===== config.mk =====
export PLATFORM = sky130hd
export DESIGN_NAME = seg7_scan
export DESIGN_NICKNAME = d
export VERILOG_FILES = /design/src/rtl/seg7_pkg.sv /design/src/rtl/hex_to_seg7.sv /design/src/rtl/seg7_scan.sv
export SDC_FILE = /design/constraint.sdc
export NUM_CORES = 1
export LEC_CHECK = 0
export BUFFER_PORTS_ARGS = -buffer_cell sky130_fd_sc_hd__clkbuf_2
export CELL_PAD_IN_SITES_DETAIL_PLACEMENT = 1
export CELL_PAD_IN_SITES_GLOBAL_PLACEMENT = 1
export CORE_MARGIN = 5
export CORE_UTILIZATION = 49
export CTS_BUF_LIST = sky130_fd_sc_hd__clkbuf_16
export CTS_CLUSTER_SIZE = 20
export DETAILED_ROUTE_END_ITERATION = 16
export PLACE_DENSITY_LB_ADDON = 0.1
export SYNTH_ARGS = -nofsm -noshare
export SYNTH_HDL_FRONTEND = slang
export SYNTH_HIERARCHICAL = 1
export SYNTH_SLANG_ARGS = --single-unit

===== constraint.sdc =====
create_clock -name clk -period 7 [get_ports clk]
set_input_delay 0.35 -clock clk [delete_from_list [all_inputs] [get_ports clk]]
set_output_delay 0.35 -clock clk [all_outputs]
set_load 0.05 [all_outputs]

===== src/rtl/seg7_pkg.sv =====
// Shared constants for the multiplexed seven-segment display path.
// Glyphs are active-low {g,f,e,d,c,b,a} for a common-anode display.
package seg7_pkg;

    localparam int MAX_DIGITS = 8;

    localparam logic [6:0] SEG_BLANK = 7'h7F;

    // Index 0 is the rightmost entry of the concatenation.
    localparam logic [15:0][6:0] HEX_GLYPH = {
        7'h0E, 7'h06, 7'h21, 7'h46,   // F E d C
        7'h03, 7'h08, 7'h10, 7'h00,   // b A 9 8
        7'h78, 7'h02, 7'h12, 7'h19,   // 7 6 5 4
        7'h30, 7'h24, 7'h79, 7'h40    // 3 2 1 0
    };

endpackage


===== src/rtl/hex_to_seg7.sv =====
// Combinational hex nibble to active-low seven-segment glyph lookup.
module hex_to_seg7 (
    input  logic [3:0] i_nib,
    output logic [6:0] o_seg
);
    import seg7_pkg::*;

    assign o_seg = HEX_GLYPH[i_nib];

endmodule


===== src/rtl/seg7_scan.sv =====
// Time-multiplexed common-anode seven-segment scanner with per-frame snapshot,
// leading-zero blanking, decimal points and an inter-digit dead time.
module seg7_scan #(
    parameter int DIGITS      = 4,
    parameter int REFRESH_DIV = 100000,
    parameter int DEAD        = 16
) (
    input  logic                  clk,
    input  logic                  rst,
    input  logic [4*DIGITS-1:0]   value,
    input  logic [DIGITS-1:0]     dp_mask,
    input  logic                  blank_lz,
    input  logic                  enable,
    output logic [DIGITS-1:0]     an,
    output logic [6:0]            seg,
    output logic                  dp,
    output logic                  frame_tick
);
    import seg7_pkg::*;

    localparam int CNT_W = (REFRESH_DIV > 1) ? $clog2(REFRESH_DIV) : 1;
    localparam int IDX_W = (DIGITS > 1) ? $clog2(DIGITS) : 1;
    localparam logic [CNT_W-1:0] CNT_LAST = CNT_W'(REFRESH_DIV - 1);
    localparam logic [CNT_W-1:0] CNT_DEAD = CNT_W'(DEAD);
    localparam logic [IDX_W-1:0] IDX_LAST = IDX_W'(DIGITS - 1);

    logic [CNT_W-1:0]    r_cnt;
    logic [IDX_W-1:0]    r_idx;
    logic [4*DIGITS-1:0] r_val_sh;
    logic [DIGITS-1:0]   r_dp_sh;

    logic                w_cnt_wrap;
    logic                w_snap;
    logic [DIGITS-1:0]   w_blanked;
    logic                w_zero_run;
    logic [3:0]          w_nib;
    logic [6:0]          w_glyph;
    logic                w_blank_sel;
    logic                w_dp_sel;
    logic                w_active;
    logic [DIGITS-1:0]   w_an;

    assign w_cnt_wrap = (r_cnt == CNT_LAST);
    assign w_snap     = w_cnt_wrap && (r_idx == IDX_LAST);

    always_ff @(posedge clk or negedge rst) begin
        if (!rst) begin
            r_cnt <= '0;
            r_idx <= '0;
        end else if (w_cnt_wrap) begin
            r_cnt <= '0;
            r_idx <= (r_idx == IDX_LAST) ? '0 : r_idx + IDX_W'(1);
        end else begin
            r_cnt <= r_cnt + CNT_W'(1);
        end
    end

    // Inputs are only captured on the last cycle of a frame so digits never tear.
    always_ff @(posedge clk or negedge rst) begin
        if (!rst) begin
            r_val_sh   <= '0;
            r_dp_sh    <= '0;
            frame_tick <= 1'b0;
        end else begin
            frame_tick <= w_snap;
            if (w_snap) begin
                r_val_sh <= value;
                r_dp_sh  <= dp_mask;
            end
        end
    end

    always_comb begin
        w_blanked  = '0;
        w_zero_run = 1'b1;
        for (int k = DIGITS - 1; k >= 0; k--) begin
            w_zero_run = w_zero_run && (r_val_sh[4*k +: 4] == 4'h0);
            if (k > 0) begin
                w_blanked[k] = blank_lz && w_zero_run;
            end
        end
    end

    always_comb begin
        w_nib       = 4'h0;
        w_blank_sel = 1'b0;
        w_dp_sel    = 1'b0;
        for (int k = 0; k < DIGITS; k++) begin
            if (r_idx == IDX_W'(k)) begin
                w_nib       = r_val_sh[4*k +: 4];
                w_blank_sel = w_blanked[k];
                w_dp_sel    = r_dp_sh[k];
            end
        end
    end

    hex_to_seg7 u_hex_to_seg7 (
        .i_nib (w_nib),
        .o_seg (w_glyph)
    );

    // A blanked digit is still driven when its decimal point is lit.
    assign w_active = enable && (r_cnt >= CNT_DEAD) && !(w_blank_sel && !w_dp_sel);

    always_comb begin
        w_an = '1;
        for (int k = 0; k < DIGITS; k++) begin
            if (r_idx == IDX_W'(k)) begin
                w_an[k] = !w_active;
            end
        end
    end

    always_ff @(posedge clk or negedge rst) begin
        if (!rst) begin
            an  <= '1;
            seg <= SEG_BLANK;
            dp  <= 1'b1;
        end else begin
            an  <= w_an;
            seg <= w_blank_sel ? SEG_BLANK : w_glyph;
            dp  <= !w_dp_sel;
        end
    end

endmodule


# --- Word-level counts from Yosys, hierarchy flattened ---
# Memories as Yosys holds them, arrays and structs flattened.
# Cells that the tools add are included.
op_classes:
  n_lt_le_gt_ge: 2
  add_sub_neg: 2
  eq_ne: 4
  muxes: 19
  n_reduce_logical: 16
op_table:
  columns: ["operator", "count"]
  rows:
  - ["$add 17x1->17 const B", 1]
  - ["$eq 17x17->1 const B", 1]
  - ["$ge 17x5->1 const B", 1]
  - ["$mux 17", 1]
  - ["$mux 4", 4]
  - ["$mux 7", 2]
  - ["$logic_not 4->1", 3]
  - ["$mux 1", 11]
  - ["$logic_and 1x1->1", 9]
  - ["$lt 4x5->1 const B", 1]
  - ["$eq 2x2->1 const B", 2]
  - ["$logic_not 1->1", 3]
  - ["$add 2x1->2 const B", 1]
  - ["$eq 2x1->1 const B", 1]
  - ["$logic_not 2->1", 1]
  - ["$mux 2", 1]
totals:
  in_bits: 24
  memories: 1
  word_cells: 52
  romBits: 112
  ff_bits: 52
memory_table:
  columns: ["memory", "depth", "word_bits", "read_ports", "rd_ports_with_merged_regs", "wr", "line_no", "text"]
  rows:
  - ["(name not given)", 16, 7, 1, 0, 0, "hex_to_seg7.sv:8", "assign o_seg = HEX_GLYPH[i_nib];"]

# --- Longest topological paths before layout ---
# Gate-level depths: netlist (run 1).
logic_depth:
  depth_word: 12
  ltp_mapped: 12
  mapped_depth_nobuf: 11

# --- Hierarchy ---
# Netlist (run 1), hierarchy kept.
by_module_without_submodules:
  columns: ["mod", "cells_each", "area_each_um2", "n_inst"]
  rows:
  - ["seg7_scan", 196, 2437.3, 1]
  - ["hex_to_seg7", 32, 275.3, 1]

# --- Least setup slack after synthesis (run 1) ---
# OpenSTA, ideal clock, no wires.
synth_timing:
  kind: "register to register"
  from: "register r_idx[1]"
  to: "register seg[3]"
  slack_ns: 4.176
  setup_time_ns: 0.084
  path_stages_with_launch: 12
  period_less_slack_ns: 2.824
  arrival_ns: 2.739
  cell_sequence: "dfrtp_1 inv_1 ha_1 clkbuf_1 nor2b_1 a221oi_1 o31ai_1 inv_1 ha_1 inv_1 mux4_1 nand2b_1"
synth_via:
  elab_chain_len: 8
  elab_cells_between_ends: 14
  classes_between: "3 x eq/ne; 9 x mux; 1 x reduce/logical; 1 x memory"
synth_rtl:
  columns: ["element", "line_no", "text"]
  rows:
  - ["start: declaration", "seg7_scan.sv:28", "logic [IDX_W-1:0] r_idx;"]
  - ["start signal: assignment", "seg7_scan.sv:52", "r_idx <= (r_idx == IDX_LAST) ? '0 : r_idx + IDX_W'(1);"]
  - ["$logic_not 2->1", "seg7_scan.sv:89", "if (r_idx == IDX_W'(k)) begin"]
  - ["$mux 4 (3 in series)", "seg7_scan.sv:89", null]
  - ["$mux 4 (*)", "seg7_scan.sv:89", null]
  - ["via w_nib[0]", "seg7_scan.sv:36", "logic [3:0] w_nib;"]
  - ["$mem_v2 16x7 (*)", null, null]
  - ["$mux 7 (implied by the code) (*)", "hex_to_seg7.sv:8", null]
  - ["via w_glyph[3]", "seg7_scan.sv:37", "logic [6:0] w_glyph;"]
  - ["$mux 7 (*)", "seg7_scan.sv:121", "seg <= w_blank_sel ? SEG_BLANK : w_glyph;"]
  - ["end signal: assignment", "seg7_scan.sv:121", null]
  - ["end: declaration", "seg7_scan.sv:15", "output logic [6:0] seg,"]
# The timed path passes the listed nets; every way through them passes the cells marked *. The select of a mux whose other input is x is not followed.
# A chain may end at the register's enable or synchronous reset.

# --- Worst setup path after layout (run 1) ---
# Ends and elaborated chain as after synthesis.

==> reports/qor.yml, run 1 <==
run_status:
  status: "finished clean"
pwr:
  pwr-share-clk_pct: 38.7
  pwr-share-seq_pct: 51.4
  power.share.combinational_pct: 9.9
  p_int_mw: 0.471
  irDropWorstVdd_mv: 0.103
  leakage_nw: 1.45
  pwr_density_cell_mw_per_mm2: 201
  switching_share_pct: 24.4
  p_switching_mw: 0.152
  total_power_mw: 0.623
timing:
  fin_setup_tns_ps: 0
  whs_ps: 173
  final_max_slew_viol_count: 0
  hold_violations: 0
  rsz0062_at_grt: "no"
  min_period_ps: 3160
  finClkSkew_ps: 3.72
  setup_viol: 0
  setup_ws_ps: 3840
  fin_crit_sh_pct: 45.1
  relSlewSlack_pct: 26.3
  tightest_slew_ps: 1090
  fmax_ghz: 0.317
clock_network:
  ctsResizeCount: 0
  worstSkewPairLatency_ps: 290
  holdBufCountCts: 0
  cts_root_buf: "clkbuf_16"
  postCtsSetupBuffers: 0
  htreeDepth: 2
  clk_pin_slew_ps: 70
  cts_tree: "done"
  clockBufferDepth: 2
  cts_sinks: 52
  cts_made_buffers: 5
routing:
  dr.pass1.iters: 4
  wirelength_um: 5720
  detail-route-antenna-nets: 0
  vias: 1852
  vias_per_cell: 5.46
  route.detailed.drc: 0
  wl_per_cell_um: 16.9
  first_iter_violations: 25
logic_synthesis:
  netlist_area_mm2: 0.00271
  ys_types: 42
  yosysSeqAreaShare_pct: 48.5
  syn_area_per_cell_um2: 11.9
  ys_seq_elements: 52
  yosys_warnings: 6
  syn_inst: 228
  synthesis.nets: 265
cells_and_area:
  mostFrequentLayoutCells: "40 x dfrtp_1, 36 x clkbuf_2, 20 x mux2_4"
  n_antenna_cell: 0
  fin_area_mm2: 0.00309
  layout.nets: 303
  final_layout_size_suffix_gt1_share_pct: 31.8
  utilization_pct: 56.8
  syn2layout_area_growth_pct: 14.0
  final_cell_count_no_fill: 339
  layout_commonest_cell: "dfrtp_1"
global_route:
  grt_use_met2_pct: 28.7
  globalRouteOverflowTotal: 0
  grt_pass1_vias: 1979
  use_met3_pct: 4.12
  grt_pass1_wl_um: 10000
  antenna_found_initial: 0
  met1_usage_pct: 23.3
  track_usage_pct: 17.7
  grt_max_degree: 53
  grt_busiest_layer: "met2"
setup_path:
  crit_top_cell: "inv_1"
  cp_top_family: "compound AO/OA/AOI/OAI gates"
  cpPeakStageDelay_ps: 650
  critPathMaxFanout: 9
  r2r_cells: 10
  crit_slowest_cell: "o31ai_1"
  criticalPathCategory: "reg2reg"
  path_buf_inv: 3
  reg2reg_from: "r_idx[1]"
  worstPathRequired_ps: 7210
  r2r_setup_slack_ps: 3840
  worstPathCellList: "inv_1 > ha_1 > nor2b_1 > a221oi_1 > o31ai_1 > inv_1 > ha_1 > inv_1 > mux4_1 > nand2b_1"
  cp-end-kind: "flop"
  r2r_end: "seg[3]"
  cp.arrival_ps: 3370
  cp-start-kind: "flop"
placement:
  place_area_mm2: 0.00295
  pre_cts_slack_ps: 3870
  dp.cells: 331
  globalplace.congestion: 0.831
  dp_hpwl_um: 4200
  io_buffers: 36
hold_path:
  min_path_type: "in2async"
floorplan:
  die_h_um: 84.4
  num_io_pins: 37
  dieArea_mm2: 0.00712
  rows: 27
  start_util_pct: 49.9
  fp.dieW_um: 84.4
  core_mm2: 0.00544
flow_run:
  maxCapViolCount: 0
[routing by layer]
metal / up-vias / part of all wire (%) / wire length [µm]
li1: 887 / - / -
met1: 924 / 45 / 2570
met2: 34 / 50 / 2840
met3: 7 / 4.0 / 231
met4: 0 / 1.4 / 79
met5: - / 0 / 0
[how the worst max path moves through the flow]
| stage | from | end | cells after the start |
|---|---|---|---|
| floorplan | r_idx[1] | seg[3] | 11 |
| global placement | r_idx[1] | seg[3] | 10 |
| finish | r_idx[1] | seg[3] | 10 |
| CTS | r_idx[1] | seg[3] | 10 |
| global route | r_idx[1] | seg[3] | 10 |
| detailed placement | r_idx[0] | seg[3] | 10 |
[worst register-to-register path, cell delays in order (launching register included)]
cell,delay [ps]
dfrtp_1,370
inv_1,90
ha_1,290
nor2b_1,310
a221oi_1,150
o31ai_1,650
inv_1,220
ha_1,340
inv_1,50
mux4_1,460
nand2b_1,150
[synth_stat cells (all sizes together)]
cell | n | share of area, %
nor3 | 5 | 1.1
a21oi | 4 | 0.74
or4 | 4 | 1.4
xor2 | 6 | 1.9
clkbuf | 3 | 0.42
o21ai | 6 | 1.1
a22o | 2 | 0.65
ha | 13 | 6.0
o31ai | 4 | 1.1
a221oi | 4 | 1.3
a211o | 1 | 0.32
dfstp | 12 | 12
nand3b | 1 | 0.28
mux2 | 21 | 11
nand4 | 5 | 1.2
nand2b | 8 | 1.8
nor4 | 8 | 2.4
buf | 4 | 1.4
nand2 | 14 | 2.0
xnor2 | 8 | 2.6
o41a | 1 | 0.42
mux4 | 1 | 0.97
nor2b | 6 | 1.4
mux2i | 4 | 1.5
nor2 | 15 | 2.1
and4 | 1 | 0.32
a32o | 1 | 0.37
and2b | 1 | 0.32
inv | 11 | 1.5
or4b | 1 | 0.37
o211ai | 4 | 1.1
and3 | 1 | 0.23
dfrtp | 40 | 37
or3 | 1 | 0.23
nand3 | 6 | 1.1
or3b | 1 | 0.32
[layout make-up]
cell class	count	area, µm²
clock inverter	3	18.8
timing repair buffer	38	195
inverter	11	41.3
clock buffer	5	125
tap	72	90.1
multi-input combinational	158	1310
fill	599	2350
sequential	52	1320
[logic make-up after synthesis]
kind of cell | synth area share, %
and+or+nand+nor | 16.6
DFF | 48.5
AOI/OAI and AO/OA | 7.10
muxes | 13.9
buffers and inverters | 3.37
xor gates and xnor gates | 4.52
adders and majority gates | 6.00
[power by group through the flow]
stage,registers (mW),logic (mW),clock network (mW)
3_5_place_dp,0.326,0.0626,0
6_report,0.320,0.0615,0.241
4_1_cts,0.320,0.0628,0.248
2_1_floorplan,0.339,0.0258,0
5_1_grt,0.321,0.0677,0.265
3_3_place_gp,0.326,0.0614,0
[flip-flops by register name, indices dropped and copies added, names as in the netlist]
| register | count |
|---|---|
| r_cnt | 17 |
| an | 4 |
| seg | 7 |
| r_val_sh | 16 |
| r_idx | 2 |
| dp | 1 |
| r_dp_sh | 4 |
| frame_tick | 1 |
No activity file was read; power rests on OpenSTA's default activity.
==> inputs of run 2 (changes only) <==
Settings changed: CORE_UTILIZATION 49 to 41.
Clock period 7 ns to 2.6 ns, I/O delays scaled along.
==> run 2 against run 1 <==
Compared with the run above:
- register-to-register slack got worse by 3700 ps
- final cell count rose by 4.7%
- via count grew 2.7%
- setup slack worse by 3700 ps
- critical path depth stayed put
- clock-buffer cell count did not move
- wire length is 1.3% higher
- clock skew grew 4.3 ps
- combinational power rose to 2.8 times the previous value
- sequential power rose to 2.7 times the previous value
- die area is 17% higher
- critical endpoint unchanged
- highest routed layer unchanged
==> reports/qor.yml, run 2 (synthesized netlist as in run 1, its figures left out) <==
run_status:
  status: "finished clean"
floorplan:
  die_h_um: 91.3
  rows: 29
  core_mm2: 0.00639
  start_util_pct: 42.5
  num_io_pins: 37
  fp.dieW_um: 91.3
  dieArea_mm2: 0.00834
setup_path:
  reg2reg_from: "r_idx[0]"
  crit_end: "seg[3]"
  cp-end-kind: "flop"
  cp-start-kind: "flop"
  criticalPathCategory: "reg2reg"
  critical_path_cell_count: 10
  cp.arrival_ps: 2620
  r2r_setup_slack_ps: 180
  cpPeakStageDelay_ps: 460
  r2r_cells: 10
  worstPathRequired_ps: 2800
  critPathMaxFanout: 5
  r2r_end: "seg[3]"
  path_buf_inv: 3
  crit_slowest_cell: "mux4_1"
  cp_top_family: "adder cells"
  crit_start: "r_idx[0]"
  worstPathCellList: "inv_1 > ha_1 > nor2b_4 > a221oi_1 > o31ai_2 > inv_2 > ha_1 > inv_1 > mux4_1 > nand2b_1"
placement:
  pre_cts_slack_ps: 29.7
  dp_hpwl_um: 4300
  globalplace.congestion: 0.753
  io_buffers: 36
timing:
  hold_violations: 0
  relSlewSlack_pct: 55.4
  setup_ws_ps: 182
  finClkSkew_ps: 8.04
  final_max_slew_viol_count: 0
  rsz0062_at_grt: "no"
  fin_crit_sh_pct: 93.0
  tightest_slew_ps: 669
  setup_viol: 0
  fmax_ghz: 0.414
  min_period_ps: 2420
  fin_setup_tns_ps: 0
routing:
  vias: 1902
  first_iter_violations: 57
  detail-route-antenna-nets: 0
  dr.pass1.iters: 4
  vias_per_cell: 5.36
  wirelength_um: 5800
  wl_per_cell_um: 16.3
  route.detailed.drc: 0
cells_and_area:
  syn2layout_area_growth_pct: 18.8
  layout.nets: 314
  multi_input_area_mm2: 0.00133
  largest_register: "r_cnt"
  utilization_pct: 50.5
  n_antenna_cell: 0
  fillers: 690
  largest_reg_flops: 17
  mostFrequentLayoutCells: "40 x dfrtp_1, 36 x clkbuf_2, 20 x mux2_4"
  regArea_mm2: 0.00132
  layout_commonest_cell: "dfrtp_1"
  final_layout_size_suffix_gt1_share_pct: 35.3
  top_regs: "r_cnt: 17 flops, r_val_sh: 16 flops, seg: 7 flops"
global_route:
  grt_busiest_layer: "met1"
  globalRouteOverflowTotal: 0
  grt_pass1_wl_um: 10000
  met1_usage_pct: 22.0
  grt_use_met2_pct: 21.3
  antenna_found_initial: 0
  track_usage_pct: 14.7
  grt_pass1_vias: 1999
  grt_max_degree: 53
  use_met3_pct: 3.80
hold_path:
  min_path_type: "in2reg"
clock_network:
  htreeDepth: 2
  cts_root_buf: "clkbuf_16"
  cts_sinks: 52
  clk_pin_slew_ps: 70
  cts_tree: "done"
  worstSkewPairLatency_ps: 290
  clockBufferDepth: 2
  cts_made_buffers: 5
flow_run:
  maxCapViolCount: 0
pwr:
  leakage_nw: 1.54
  irDropWorstVdd_mv: 0.279
  pwr_density_cell_mw_per_mm2: 545
[run 2: worst register-to-register path: cells and delay by family (launching register included)]
| kind | cells | cell delay, ps |
|---|---|---|
| fa+ha+maj | 2 | 470 |
| flops | 1 | 400 |
| buf+inv | 3 | 280 |
| simple gates | 2 | 340 |
| mux | 1 | 460 |
| compound gates | 2 | 360 |
[run 2: worst min-delay path by stage]
stage                     startpoint           end  slack, ps  cells past startpoint
final                     dp_mask[0]    r_dp_sh[0]         70                      2
after global routing        value[2]   r_val_sh[2]         70                      2
after CTS                 dp_mask[0]    r_dp_sh[0]         70                      2
after detailed placement         rst  r_val_sh[14]        300                      2
after global placement           rst  r_val_sh[14]        290                      2
after floorplan                  rst    frame_tick       -170                      0
[run 2: per-layer routing]
metal  share of wire (%)  wire length (µm)  up-vias
li1                    -                 -      907
met4                0.71                41        0
met2                  44              2540       40
met3                 4.4               256        2
met5                   0                 0        -
met1                  51              2960      953
[run 2: what timing repair did]
action                                 in CTS  in global routing
setup endpoints to repair                   0                  2
buffers inserted                            0                  1
gates resized for setup                     0                  3
endpoints found under the hold margin      40                  0
hold buffers                                1                  0
[run 2: metrics by stage]
stage                     hold WS [ps]  cells  power, mW  instance area [µm²]
after detailed placement           298    345       1.05                 3030
after global placement             286    345       1.05                 3030
after floorplan                   -166    228      0.983                 2730
after CTS                         66.9    354       1.78                 3210
final                             68.5    355       1.76                 3220
after global routing              68.8    355       1.84                 3220
[run 2: final cells by class]
type / instances / share of cell area [%]
Timing Repair Buffer: 49 / 8.70
Clock inverter: 3 / 1.17
Tap cell: 77 / 2.99
Multi-Input combinational cell: 158 / 41.1
Clock buffer: 5 / 3.88
Inverter: 11 / 1.28
Sequential cell: 52 / 40.9
[run 2: power by group]
group | internal [mW] | switching (mW) | total [mW] | leakage, nW
sequential | 0.844 | 0.0169 | 0.861 | 0.624
clock | 0.447 | 0.274 | 0.721 | 0.0864
combinational | 0.0730 | 0.0995 | 0.173 | 0.826
total | 1.36 | 0.390 | 1.76 | 1.54
==> inputs of run 3 (changes only) <==
Settings changed: CORE_UTILIZATION 41 to 43, CTS_BUF_LIST sky130_fd_sc_hd__clkbuf_16 to sky130_fd_sc_hd__clkbuf_4.
==> run 3 against run 2 <==
Compared with the run above:
- worst hold slack worse by 7.8 ps
- sequential cell count unchanged
- critical path type unchanged
- register-to-register slack is essentially flat
- clock-buffer cell count rose by 1
- die area shrank 4.1%
- design area up 3.0%
- first-iteration DRC count down 18%
- clock power shrank 48%
- non-clock buffer count rose by 19
- sequential power is essentially flat
- global-route usage is 2.6 points higher
- highest routed layer unchanged
==> reports/qor.yml, run 3 (synthesized netlist as in run 1, its figures left out) <==
run_status:
  status: "finished clean"
routing:
  wl_per_cell_um: 16.3
  vias_per_cell: 5.19
  detail-route-antenna-nets: 0
  first_iter_violations: 47
  vias: 1940
  route.detailed.drc: 0
  wirelength_um: 6100
  dr.pass1.iters: 4
cells_and_area:
  mostFrequentLayoutCells: "40 x dfrtp_1, 36 x clkbuf_2, 21 x dlygate4sd3_1"
  layout.nets: 333
  utilization_pct: 53.2
  syn2layout_area_growth_pct: 22.3
  layout_commonest_cell: "dfrtp_1"
  top_regs: "r_cnt: 17 flops, r_val_sh: 16 flops, seg: 7 flops"
  largest_register: "r_cnt"
  fin_area_mm2: 0.00332
  n_antenna_cell: 0
  fillers: 693
  final_layout_size_suffix_gt1_share_pct: 33.3
  largest_reg_flops: 17
clock_network:
  clk_pin_slew_ps: 150
  worstSkewPairLatency_ps: 380
  cts_tree: "done"
  cts_root_buf: "clkbuf_4"
  cts_sinks: 52
  postCtsSetupBuffers: 0
  clockBufferDepth: 2
  htreeDepth: 2
  cts_made_buffers: 5
pwr:
  p_int_mw: 1.05
  irDropWorstVdd_mv: 0.199
  leakage_nw: 1.56
  pwr-share-seq_pct: 60.3
  switching_share_pct: 26.5
  p_switching_mw: 0.379
  power.share.combinational_pct: 13.6
  pwr-share-clk_pct: 26.1
  pwr_density_cell_mw_per_mm2: 431
timing:
  relSlewSlack_pct: 56.6
  fmax_ghz: 0.411
  fin_setup_tns_ps: 0
  finClkSkew_ps: 14.7
  fin_crit_sh_pct: 93.5
  final_max_slew_viol_count: 0
  tightest_slew_ps: 652
  min_period_ps: 2430
  hold_violations: 0
  setup_viol: 0
  setup_ws_ps: 169
global_route:
  grt_pass1_wl_um: 10600
  antenna_found_initial: 0
  globalRouteOverflowTotal: 0
  track_usage_pct: 17.3
  grt_pass1_vias: 2029
  grt_max_degree: 53
floorplan:
  fp.dieW_um: 89.4
  die_h_um: 89.4
  num_io_pins: 37
  start_util_pct: 43.5
  core_mm2: 0.00624
  dieArea_mm2: 0.00800
  rows: 29
setup_path:
  critPathMaxFanout: 6
  cp-end-kind: "flop"
  cpPeakStageDelay_ps: 430
  cp.arrival_ps: 2760
  r2r_end: "seg[0]"
  crit_top_cell: "ha_1"
  worstPathRequired_ps: 2930
  criticalPathCategory: "reg2reg"
  r2r_setup_slack_ps: 170
  crit_slowest_cell: "dfrtp_1"
  cp-start-kind: "flop"
  reg2reg_from: "r_idx[0]"
  cp_top_family: "simple AND/OR/NAND/NOR gates"
  worstPathCellList: "inv_1 > ha_1 > nor2b_4 > a221oi_1 > o31ai_2 > buf_4 > ha_1 > and2b_2 > or3b_1 > o21ai_0 > nand2b_1"
  crit_start: "r_idx[0]"
  r2r_cells: 11
  path_buf_inv: 2
placement:
  dp_hpwl_um: 4380
  pre_cts_slack_ps: 101
  io_buffers: 36
  globalplace.congestion: 0.765
  place_area_mm2: 0.00303
hold_path:
  whs_path_depth: 3
  min_to: "an[3]"
  hold_start: "blank_lz"
  min_path_type: "in2reg"
flow_run:
  maxCapViolCount: 0
## run 3: worst max-delay path by stage
stage	endpoint	slack, ps	cells past startpoint
after floorplan	seg[3]	20	11
after global placement	seg[0]	190	11
after detailed placement	seg[0]	100	11
after CTS	seg[0]	60	11
after global routing	seg[0]	-0.6	11
final	seg[0]	170	11
## run 3: metal layers
metal	routed length, µm	track usage (%)	vias up
met5	0	0	-
met4	78	4.87	0
met3	192	3.04	8
met2	2880	28.5	29
met1	2950	23.5	960
li1	-	-	943
## run 3: power groups by stage
| stage | sequential, mW | combinational (mW) | clock, mW |
|---|---|---|---|
| CTS | 0.862 | 0.197 | 0.401 |
| detailed placement | 0.876 | 0.172 | 0 |
| global placement | 0.876 | 0.169 | 0 |
| finish | 0.862 | 0.195 | 0.374 |
| floorplan | 0.913 | 0.0703 | 0 |
| global route | 0.866 | 0.215 | 0.421 |
## run 3: area by class of cell
class                      count  area [µm²]  share of cell area, %
tap                           77        96.3                   2.90
multi-input combinational    158        1330                   40.2
timing repair buffer          68         473                   14.3
clock inverter                 2        12.5                  0.377
sequential                    52        1320                   39.7
inverter                      11        41.3                   1.24
clock buffer                   6        45.0                   1.36
## run 3: per-stage QoR
stage,hold slack (ps),cells,total power [mW]
final,60.8,374,1.43
after global placement,283,345,1.04
after floorplan,-166,228,0.983
after CTS,75.7,374,1.46
after detailed placement,291,345,1.05
after global routing,72.1,374,1.50
## run 3: worst reg2reg max path: stages, from the launching register on
cell and delay (ps):
dfrtp_1 430, inv_1 120, ha_1 180, nor2b_4 190, a221oi_1 110, o31ai_2 220, buf_4 190, ha_1 180
and2b_2 230, or3b_1 360, o21ai_0 60, nand2b_1 110
## run 3: repair_timing
action / CTS / global route
hold buffers: 21 / 0
endpoints found under the hold margin: 60 / 0
endpoints found under the setup margin: 0 / 2
gates resized for setup: 0 / 4
